[config.mk]
export PLATFORM = sky130hd
export DESIGN_NAME = gpio_host_seq
export DESIGN_NICKNAME = d
export VERILOG_FILES = /design/src/rtl/gpio_link_pkg.sv /design/src/rtl/gpio_pulse_gen.sv /design/src/rtl/gpio_host_seq.sv
export SDC_FILE = /design/constraint.sdc
export NUM_CORES = 1
export LEC_CHECK = 0
export CAP_MARGIN = 20
export CELL_PAD_IN_SITES_DETAIL_PLACEMENT = 0
export CELL_PAD_IN_SITES_GLOBAL_PLACEMENT = 2
export CORE_MARGIN = 10
export CORE_UTILIZATION = 26
export CTS_CLUSTER_SIZE = 20
export DETAILED_ROUTE_END_ITERATION = 16
export GPL_TIMING_DRIVEN = 0
export HOLD_SLACK_MARGIN = 0.12
export PLACE_DENSITY = 0.77
export SYNTH_ARGS = -nofsm -noshare
export SYNTH_HDL_FRONTEND = slang
export SYNTH_SLANG_ARGS = --single-unit
[constraint.sdc]
create_clock -name CLK100MHZ -period 2.25 [get_ports CLK100MHZ]
set_input_delay 0.3375 -clock CLK100MHZ [delete_from_list [all_inputs] [get_ports CLK100MHZ]]
set_output_delay 0.3375 -clock CLK100MHZ [all_outputs]
set_load 0.01 [all_outputs]
[src/rtl/gpio_link_pkg.sv]
// Shared definitions for the conv/MCU GPIO command link: command bit positions, sequencer states, bus widths.
// The slave side imports the same package so both ends agree on the bit map.
package gpio_link_pkg;

  localparam int GPIO_D_DEFAULT    = 32;
  localparam int BITS_DATA_DEFAULT = 13;

  localparam int CMD_RST   = 0;
  localparam int CMD_START = 1;
  localparam int CMD_NEXT  = 2;

  typedef enum logic [3:0] {
    S_IDLE,
    S_RST_HI,
    S_RST_LO,
    S_START_HI,
    S_WAIT_ACK,
    S_WAIT_DONE,
    S_READ,
    S_NXT_HI,
    S_NXT_LO,
    S_FINISH,
    S_ERR
  } link_state_t;

endpackage

[src/rtl/gpio_pulse_gen.sv]
// Loadable down-counter giving a PULSE_CYC-wide level; o_last marks the final high cycle.
// Level rises the cycle after i_load; a new load restarts the count.
module gpio_pulse_gen #(
  parameter int PULSE_CYC = 2
) (
  input  logic CLK100MHZ,
  input  logic i_reset,
  input  logic i_load,
  output logic o_level,
  output logic o_last
);

  localparam int W = $clog2(PULSE_CYC + 1);
  localparam logic [W-1:0] LOAD_VAL = W'(PULSE_CYC);

  logic [W-1:0] cnt;

  always_ff @(posedge CLK100MHZ or negedge i_reset) begin
    if (!i_reset) begin
      cnt <= '0;
    end else if (i_load) begin
      cnt <= LOAD_VAL;
    end else if (cnt != '0) begin
      cnt <= cnt - 1'b1;
    end
  end

  assign o_level = (cnt != '0);
  assign o_last  = (cnt == W'(1));

endmodule

[src/rtl/gpio_host_seq.sv]
// Hardware host for the conv/MCU GPIO link: reset/start the slave, wait for done, then step out result words.
// All outputs are registered decodes of the current state (one cycle behind it); the slave has no backpressure path.
module gpio_host_seq
  import gpio_link_pkg::*;
#(
  parameter int GPIO_D     = GPIO_D_DEFAULT,
  parameter int BITS_DATA  = BITS_DATA_DEFAULT,
  parameter int NB_ADDRESS = 4,
  parameter int RST_CYC    = 4,
  parameter int PULSE_CYC  = 2,
  parameter int SETTLE_CYC = 3,
  parameter int TMO_CYC    = 1024
) (
  input  logic                  CLK100MHZ,
  input  logic                  i_reset,
  input  logic                  i_go,
  input  logic                  i_abort,
  input  logic [NB_ADDRESS-1:0] i_num_words,
  input  logic [GPIO_D-1:0]     i_gpio_data,
  input  logic                  i_done,
  output logic [GPIO_D-1:0]     o_gpio_cmd,
  output logic [BITS_DATA-1:0]  o_rd_data,
  output logic [NB_ADDRESS-1:0] o_rd_idx,
  output logic                  o_rd_valid,
  output logic                  o_busy,
  output logic                  o_frame_done,
  output logic                  o_timeout
);

  localparam int CW = $clog2(TMO_CYC + 1);

  link_state_t           state, state_nx;
  logic [CW-1:0]         dwell;
  logic [NB_ADDRESS-1:0] num_q, k_q;
  logic [GPIO_D-1:0]     cmd_nx;
  logic                  pulse_load, pulse_level, pulse_last;
  logic                  restart, go_ok, settle_hit, tmo_hit;
  logic                  unused_hi;

  assign unused_hi  = ^i_gpio_data[GPIO_D-1:BITS_DATA];
  assign restart    = i_abort && (state != S_IDLE);
  assign go_ok      = (state == S_IDLE) && i_go;
  assign settle_hit = (dwell == CW'(SETTLE_CYC - 1));
  assign tmo_hit    = (dwell == CW'(TMO_CYC - 1));

  gpio_pulse_gen #(.PULSE_CYC(PULSE_CYC)) u_pulse (
    .CLK100MHZ (CLK100MHZ),
    .i_reset   (i_reset),
    .i_load    (pulse_load),
    .o_level   (pulse_level),
    .o_last    (pulse_last)
  );

  always_comb begin
    state_nx   = state;
    pulse_load = 1'b0;
    unique case (state)
      S_IDLE:      if (i_go) state_nx = S_RST_HI;
      S_RST_HI:    if (dwell == CW'(RST_CYC - 1)) state_nx = S_RST_LO;
      S_RST_LO:    if (dwell == CW'(1)) state_nx = S_START_HI;
      S_START_HI:  if (pulse_last) state_nx = S_WAIT_ACK;
      S_WAIT_ACK: begin
        if (!i_done)      state_nx = S_WAIT_DONE;
        else if (tmo_hit) state_nx = S_ERR;
      end
      S_WAIT_DONE: begin
        if (i_done)       state_nx = (num_q == '0) ? S_FINISH : S_READ;
        else if (tmo_hit) state_nx = S_ERR;
      end
      S_READ:      if (settle_hit) state_nx = (k_q == num_q - 1'b1) ? S_FINISH : S_NXT_HI;
      S_NXT_HI:    if (pulse_last) state_nx = S_NXT_LO;
      S_NXT_LO:    state_nx = S_READ;
      S_FINISH:    state_nx = S_IDLE;
      S_ERR:       state_nx = S_IDLE;
      default:     state_nx = S_IDLE;
    endcase
    // Abort overrides everything, including a timeout landing on the same cycle.
    if (restart) state_nx = S_RST_HI;
    pulse_load = (state_nx != state) && (state_nx == S_START_HI || state_nx == S_NXT_HI);
  end

  always_comb begin
    cmd_nx = '0;
    unique case (state)
      S_IDLE, S_RST_HI, S_ERR: cmd_nx[CMD_RST]   = 1'b1;
      S_START_HI:              cmd_nx[CMD_START] = pulse_level;
      S_NXT_HI:                cmd_nx[CMD_NEXT]  = pulse_level;
      default:                 cmd_nx = '0;
    endcase
  end

  always_ff @(posedge CLK100MHZ or negedge i_reset) begin
    if (!i_reset) begin
      state        <= S_IDLE;
      dwell        <= '0;
      num_q        <= '0;
      k_q          <= '0;
      o_gpio_cmd   <= {{(GPIO_D-1){1'b0}}, 1'b1};
      o_rd_data    <= '0;
      o_rd_idx     <= '0;
      o_rd_valid   <= 1'b0;
      o_busy       <= 1'b0;
      o_frame_done <= 1'b0;
      o_timeout    <= 1'b0;
    end else begin
      state <= state_nx;
      // One dwell counter serves the fixed holds, the settle wait and the ack/done timeout.
      dwell <= ((state_nx != state) || restart) ? '0 : dwell + 1'b1;

      if (go_ok) num_q <= i_num_words;

      if (go_ok || restart)      k_q <= '0;
      else if (state == S_NXT_LO) k_q <= k_q + 1'b1;

      o_gpio_cmd   <= cmd_nx;
      o_busy       <= (state != S_IDLE);
      o_frame_done <= (state == S_FINISH) && !restart;
      o_rd_valid   <= (state == S_READ) && settle_hit && !restart;
      if ((state == S_READ) && settle_hit && !restart) begin
        o_rd_data <= i_gpio_data[BITS_DATA-1:0];
        o_rd_idx  <= k_q;
      end

      if (go_ok)                                o_timeout <= 1'b0;
      else if ((state == S_ERR) && !restart)    o_timeout <= 1'b1;
    end
  end

endmodule
Word-level counts from Yosys, hierarchy flattened
Index checks and enable logic that the tools add are counted.
Widths: inputs -> output; s select.
{"block": "op_classes", "mux": 23, "eq_ne": 19, "reduce_logical": 19, "addsub": 4}
{"op": "$mux 4", "n": 14}
{"op": "$pmux 4 s9", "n": 1}
{"op": "$eq 11x2->1 const B", "n": 2}
{"op": "$eq 4x3->1 const B", "n": 5}
{"op": "$eq 4x2->1 const B", "n": 3}
{"op": "$eq 4x4->1 const B", "n": 3}
{"op": "$add 11x1->11 const B", "n": 1}
{"op": "$eq 11x1->1 const B", "n": 1}
{"op": "$eq 11x10->1 const B", "n": 1}
{"op": "$mux 11", "n": 1}
{"op": "$logic_not 4->1", "n": 2}
{"op": "$reduce_bool 2->1", "n": 4}
{"op": "$logic_and 1x1->1", "n": 7}
{"op": "$mux 1", "n": 5}
{"op": "$add 4x1->4 const B", "n": 1}
{"op": "$eq 4x1->1 const B", "n": 1}
{"op": "$eq 4x4->1", "n": 1}
{"op": "$mux 2", "n": 2}
{"op": "$ne 4x4->1", "n": 1}
{"op": "$reduce_bool 4->1", "n": 1}
{"op": "$sub 4x1->4 const B", "n": 1}
{"op": "$logic_or 1x1->1", "n": 3}
{"op": "$reduce_or 3->1", "n": 1}
{"op": "$eq 2x1->1 const B", "n": 1}
{"op": "2 further kinds", "n": 2}
{"block": "totals", "elab_cells": 77, "in_bits": 41, "regBits": 49, "output_inout_bits": 53}

Depth between registers and ports, before layout
{"block": "logic_depth", "ltp_word": 10, "mapped_depth": 9, "depth_no_buf": 8}

Modules after synthesis
From an unflattened synthesis, not the netlist that was laid out.
{"block": "unflattened", "cells_unflattened": 275, "area_unflattened_um2": 2947.8}
{"module": "gpio_host_seq", "instances": 1, "area_each_um2": 2827.7, "cells_per_inst": 263}
{"module": "gpio_pulse_gen", "instances": 1, "area_each_um2": 120.1, "cells_per_inst": 12}

Worst setup path after synthesis
Ideal clock, no wire load.
{"block": "synth_timing", "path_type": "reg-to-reg", "start": "register dwell[0]", "end": "register dwell[2]", "stages_incl_launch_ff": 9, "t_required_ns": 2.120, "path_slack_ns": -0.115, "t_arrival_ns": 2.235, "synth_period_minus_slack_ns": 2.365, "cell_sequence": "dfrtp_1 ha_1 nand4_2 or4_4 o21a_1 a211oi_2 a211o_2 buf_8 nor3_1"}
{"block": "synth_via", "elab_chain_len": 8, "word_cells_on_any_way": 16}
{"element": "start, declared", "line": "gpio_host_seq.sv:33", "text": "logic [CW-1:0] dwell;"}
{"element": "start signal, assigned", "line": "gpio_host_seq.sv:108", "text": "dwell <= ((state_nx != state) || restart) ? '0 : dwell + 1'b1;"}
{"element": "$eq 11x10->1", "line": "gpio_host_seq.sv:44", "text": "assign tmo_hit = (dwell == CW'(TMO_CYC - 1));"}
{"element": "$mux 4", "line": "gpio_host_seq.sv:64, gpio_host_seq.sv:68"}
{"element": "$mux 4 (on tied branches)", "line": "gpio_host_seq.sv:67, gpio_host_seq.sv:63"}
{"element": "$pmux 4 s9", "line": "gpio_host_seq.sv:57", "text": "unique case (state)"}
{"element": "$mux 4", "line": "gpio_host_seq.sv:78", "text": "if (restart) state_nx = S_RST_HI;"}
{"element": "$ne 4x4->1", "line": "gpio_host_seq.sv:108"}
{"element": "$logic_or 1x1->1", "line": "gpio_host_seq.sv:108"}
{"element": "$mux 11 (*)", "line": "gpio_host_seq.sv:108"}
Mark *: on every way between the ends. The rest lies on a longest branch, timed or not.
A chain may end at the register's enable or synchronous reset.

Final worst setup path
{"block": "layout_timing", "start": "register num_q[0]", "end": "register dwell[3]"}
{"block": "layout_via", "word_cells_on_any_way": 12}
{"element": "start, declared", "line": "gpio_host_seq.sv:34", "text": "logic [NB_ADDRESS-1:0] num_q, k_q;"}
{"element": "start signal, assigned", "line": "gpio_host_seq.sv:110", "text": "if (go_ok) num_q <= i_num_words;"}
{"element": "$logic_not 4->1", "line": "gpio_host_seq.sv:67", "text": "if (i_done) state_nx = (num_q == '0) ? S_FINISH : S_READ;"}
{"element": "$mux 4 (2 in series)", "line": "gpio_host_seq.sv:67"}
{"element": "$pmux 4 s9", "line": "gpio_host_seq.sv:57"}
{"element": "$mux 4", "line": "gpio_host_seq.sv:78"}
{"element": "net state_nx[0]", "line": "gpio_host_seq.sv:32", "text": "link_state_t state, state_nx;"}
{"element": "$ne 4x4->1", "line": "gpio_host_seq.sv:108"}
{"element": "$logic_or 1x1->1", "line": "gpio_host_seq.sv:108"}
{"element": "$mux 11", "line": "gpio_host_seq.sv:108"}
The timed path passes the listed nets, and every way through them passes these cells.

==> results by group <==
STA
  – Final setup viols: 11
  – Post-layout min period: 2.30 ns
  – Hold Fails Final Rpt: 0
  – Setup skew after layout: 0.00733 ns
  – Setup_tns: -0.515 ns
  – Peak Freq: 434 MHz
  – Unrepaired setup endpoints after global routing: yes
  – Post-route clock period utilization: 1.02
  – Worst Tran Pin Value: 0.651 ns
  – Hold WS: 0.487 ns
  – Final Worst Setup Slack: -0.0534 ns
  – Max-slew violation count: 0
  – Slew margin rel.: 0.563

Cells and area
  – Nets@finish: 416
  – Fin cells: 509
  – Area Growth Syn to Fin: 40.7%
  – Layout cells sized above 1: 0.298
  – # diodes: 0

Worst setup path
  – Sequence of cells on the critical path: inv_1 > ha_2 > or3b_4 > a211o_1 > o221a_4 > o211ai_4 > xnor2_2 > buf_6 > nor3_2
  – Buf/Inv on CP: 2
  – WS Path Type: reg2reg
  – Max Fanout on Critical Path: 5
  – Critical path required time: 2.43 ns
  – Reg-to-Reg Start: num_q[0]
  – Biggest cell delay along the critical path: 0.41 ns
  – Reg-to-reg endpoint: dwell[3]
  – Levels on crit path: 9
  – Worst setup path start: num_q[0]
  – Critical Path Sink Type: flip-flop
  – R2r worst-path depth: 9
  – Crit-path leading delay family: compound AO/OA/AOI/OAI gates
  – Worst setup SP type: flip-flop
  – Reg-to-reg slack, setup: -0.05 ns
  – Cell with the largest stage delay on the worst path: or3b_4
  – Crit path DAT: 2.48 ns
  – Crit path capture: dwell[3]

Clocking
  – CTS Sinks: 49
  – H-tree level count: 2
  – Clk Tree Root Cell: clkbuf_16
  – Clk slew on worst S/H paths: 0.07 ns
  – Num CTS Buffers: 5
  – TritonCTS clock tree: done
  – Clock buffer depth: 2
  – Worst-Skew Late Latency: 0.29 ns

Placed design
  – Pre-CTS WS: -0.385 ns
  – Dpl hpwl: 5.39 mm
  – GP Congestion: 0.820
  – Port Buf Inserts: 45
  – Cells after DPL: 481

GRT
  – Largest net degree at the start of global routing: 33
  – Tot GR Track Use: 0.0912
  – Grt total ovfl: 0
  – Number of global-route vias before repair: 2347
  – Initial antenna violation count: 0
  – First-pass GRT wire length: 12.1 mm

Yosys
  – Number of synthesized flops with an enable pin: 0
  – Post-Syn Area per Cell: 10.9 um^2
  – Leading area contributor after synthesis: dfrtp_1
  – Mapped Area: 0.00292 mm^2
  – Synth Flop Type: dfrtp_1
  – Synth Instances: 267
  – Sequential area share after synthesis: 0.420
  – YS warnings: 0
  – Top-area cell type share of the netlist area: 0.411
  – Cell with the most instances after synthesis: dfrtp_1
  – Top cells by instance count after synthesis: dfrtp_1 (48), buf_4 (30), nor2_1 (17), mux2_1 (13), xnor2_1 (13)
  – Distinct cells, synth: 61
  – Synth area leaders: dfrtp_1 (41%), buf_4 (7.7%), mux2_1 (5.0%)
  – Synth async-reset ratio: 1.00
  – Flops & latches, synth: 49

Power and ir drop
  – Power density cells: 861 mW/mm^2
  – P_leak: 1.82 nW
  – Worst vdd ir: 507 uV

Drt
  – Starting DRT DRC Count: 144
  – Via count: 2239
  – Remaining antenna violation count: 0
  – Remaining DRCs: 0
  – DR pass1 iterations: 4
  – Via density: 4.40
  – Final wirelength: 7.37 mm
  – Wire per inst: 14.5 um

Floorplan
  – Die Area: 0.0159 mm^2
  – Starting density of the core: 0.267
  – Die Wd: 126 um
  – Core Box Area: 0.0109 mm^2
  – Top-level port count: 94
  – Row count: 38
  – Die Y: 126 um

Job
  – Max Cap Viol: 0

Status
  – Status: complete, but fails checks
  – Violated checks: negative setup slack

Hold path
  – Min-delay worst type: reg2reg
-- cell usage in the layout, fill, tap and decap left out, types with 2 or more instances in the layout --
cell type         n
buf_2             2
a211oi_1          3
and3_1            2
nand2b_1          3
o21a_1            2
clkbuf_16         5
nand2_1          12
nor3_1            7
mux2i_1           2
dfrtp_1          46
nand3_1           6
mux2_2            8
ha_1              5
xnor2_1          12
buf_6             4
a211o_1           3
clkdlybuf4s50_1  44
dfrtp_2           2
and2_1            3
buf_4            48
mux2_1           13
inv_1            11
conb_1           29
nor3_2           11
nor4_1            4
xor2_1            6
a21oi_1           5
nand4_1           5
a211oi_2          2
nor2_1           16
-- kinds of logic after synthesis --
kind of cell	Yosys count	synth area share
AND/OR/NAND/NOR	84	0.178
flip-flops	49	0.420
buffers and inverters	49	0.117
AO/OA/AOI/OAI	34	0.101
multiplexers	23	0.0878
XOR/XNOR	20	0.0651
adder cells (fa/ha/maj)	7	0.0300
other	1	0.00128
-- repair_timing --
action | in CTS | in global routing
hold buffers | 1 | 0
resized for setup | 12 | 9
cloned | 2 | 0
endpoints found under the hold margin | 16 | 0
setup endpoints to repair | 32 | 19
setup buffers | 13 | 5
pin swaps | 25 | 5
-- through the flow --
| step | util | instance area (um^2) | total power [mW] |
|---|---|---|---|
| 3_3_place_gp | 0.336 | 3670 | 2.42 |
| 4_1_cts | 0.371 | 4060 | 3.53 |
| 2_1_floorplan | - | 3050 | 2.07 |
| 5_1_grt | 0.376 | 4110 | 3.77 |
| 6_report | 0.376 | 4110 | 3.54 |
| 3_5_place_dp | 0.337 | 3690 | 2.43 |
-- worst reg2reg max path, cell delays in order (launching register included) --
cell	delay (ns)
dfrtp_1	0.39
inv_1	0.06
ha_2	0.17
or3b_4	0.41
a211o_1	0.28
o221a_4	0.23
o211ai_4	0.22
xnor2_2	0.19
buf_6	0.18
nor3_2	0.05
-- registers in the layout, summed over array words and instances, names as in the netlist --
signal / count
dwell: 11
o_frame_done: 1
state: 4
o_busy: 1
o_gpio_cmd: 3
o_rd_data: 13
o_rd_valid: 1
num_q: 4
k_q: 4
u_pulse.cnt: 2
o_rd_idx: 4
o_timeout: 1
-- power by group --
group	switching (mW)	internal [mW]
clock network	0.339	0.524
registers	0.103	1.02
logic	0.767	0.785
-- worst min-delay path by stage --
| stage | from | end | slack, ns | depth (start not counted) |
|---|---|---|---|---|
| CTS | o_rd_data[9] | o_rd_data[9] | 0.49 | 1 |
| detailed placement | i_reset | num_q[1] | 0.32 | 1 |
| global route | o_rd_data[11] | o_rd_data[11] | 0.50 | 1 |
| floorplan | i_reset | dwell[0] | 0.04 | 0 |
| finish | o_rd_data[2] | o_rd_data[2] | 0.49 | 1 |
| global placement | o_rd_data[6] | o_rd_data[6] | 0.47 | 1 |
-- routing by layer --
metal / share of wire / wire, um / GRT usage / up-vias
met1: 0.44 / 3250 / 0.114 / 1089
met4: 0.0084 / 62 / 0.0241 / 0
li1: - / - / - / 1090
met3: 0.062 / 455 / 0.0285 / 5
met2: 0.49 / 3600 / 0.148 / 55
met5: 0 / 0 / 0 / -
-- layout make-up --
class | count | area, um^2
fillers | 1102 | 6830
multi-input cells | 197 | 1560
flip-flops and latches | 49 | 1230
repair buffers | 67 | 649
plain buffers | 37 | 287
well taps | 140 | 175
clock buffers | 6 | 129
inverters | 11 | 41.3
clock inverters | 2 | 35.0
Power figures use the tool's default switching activity.
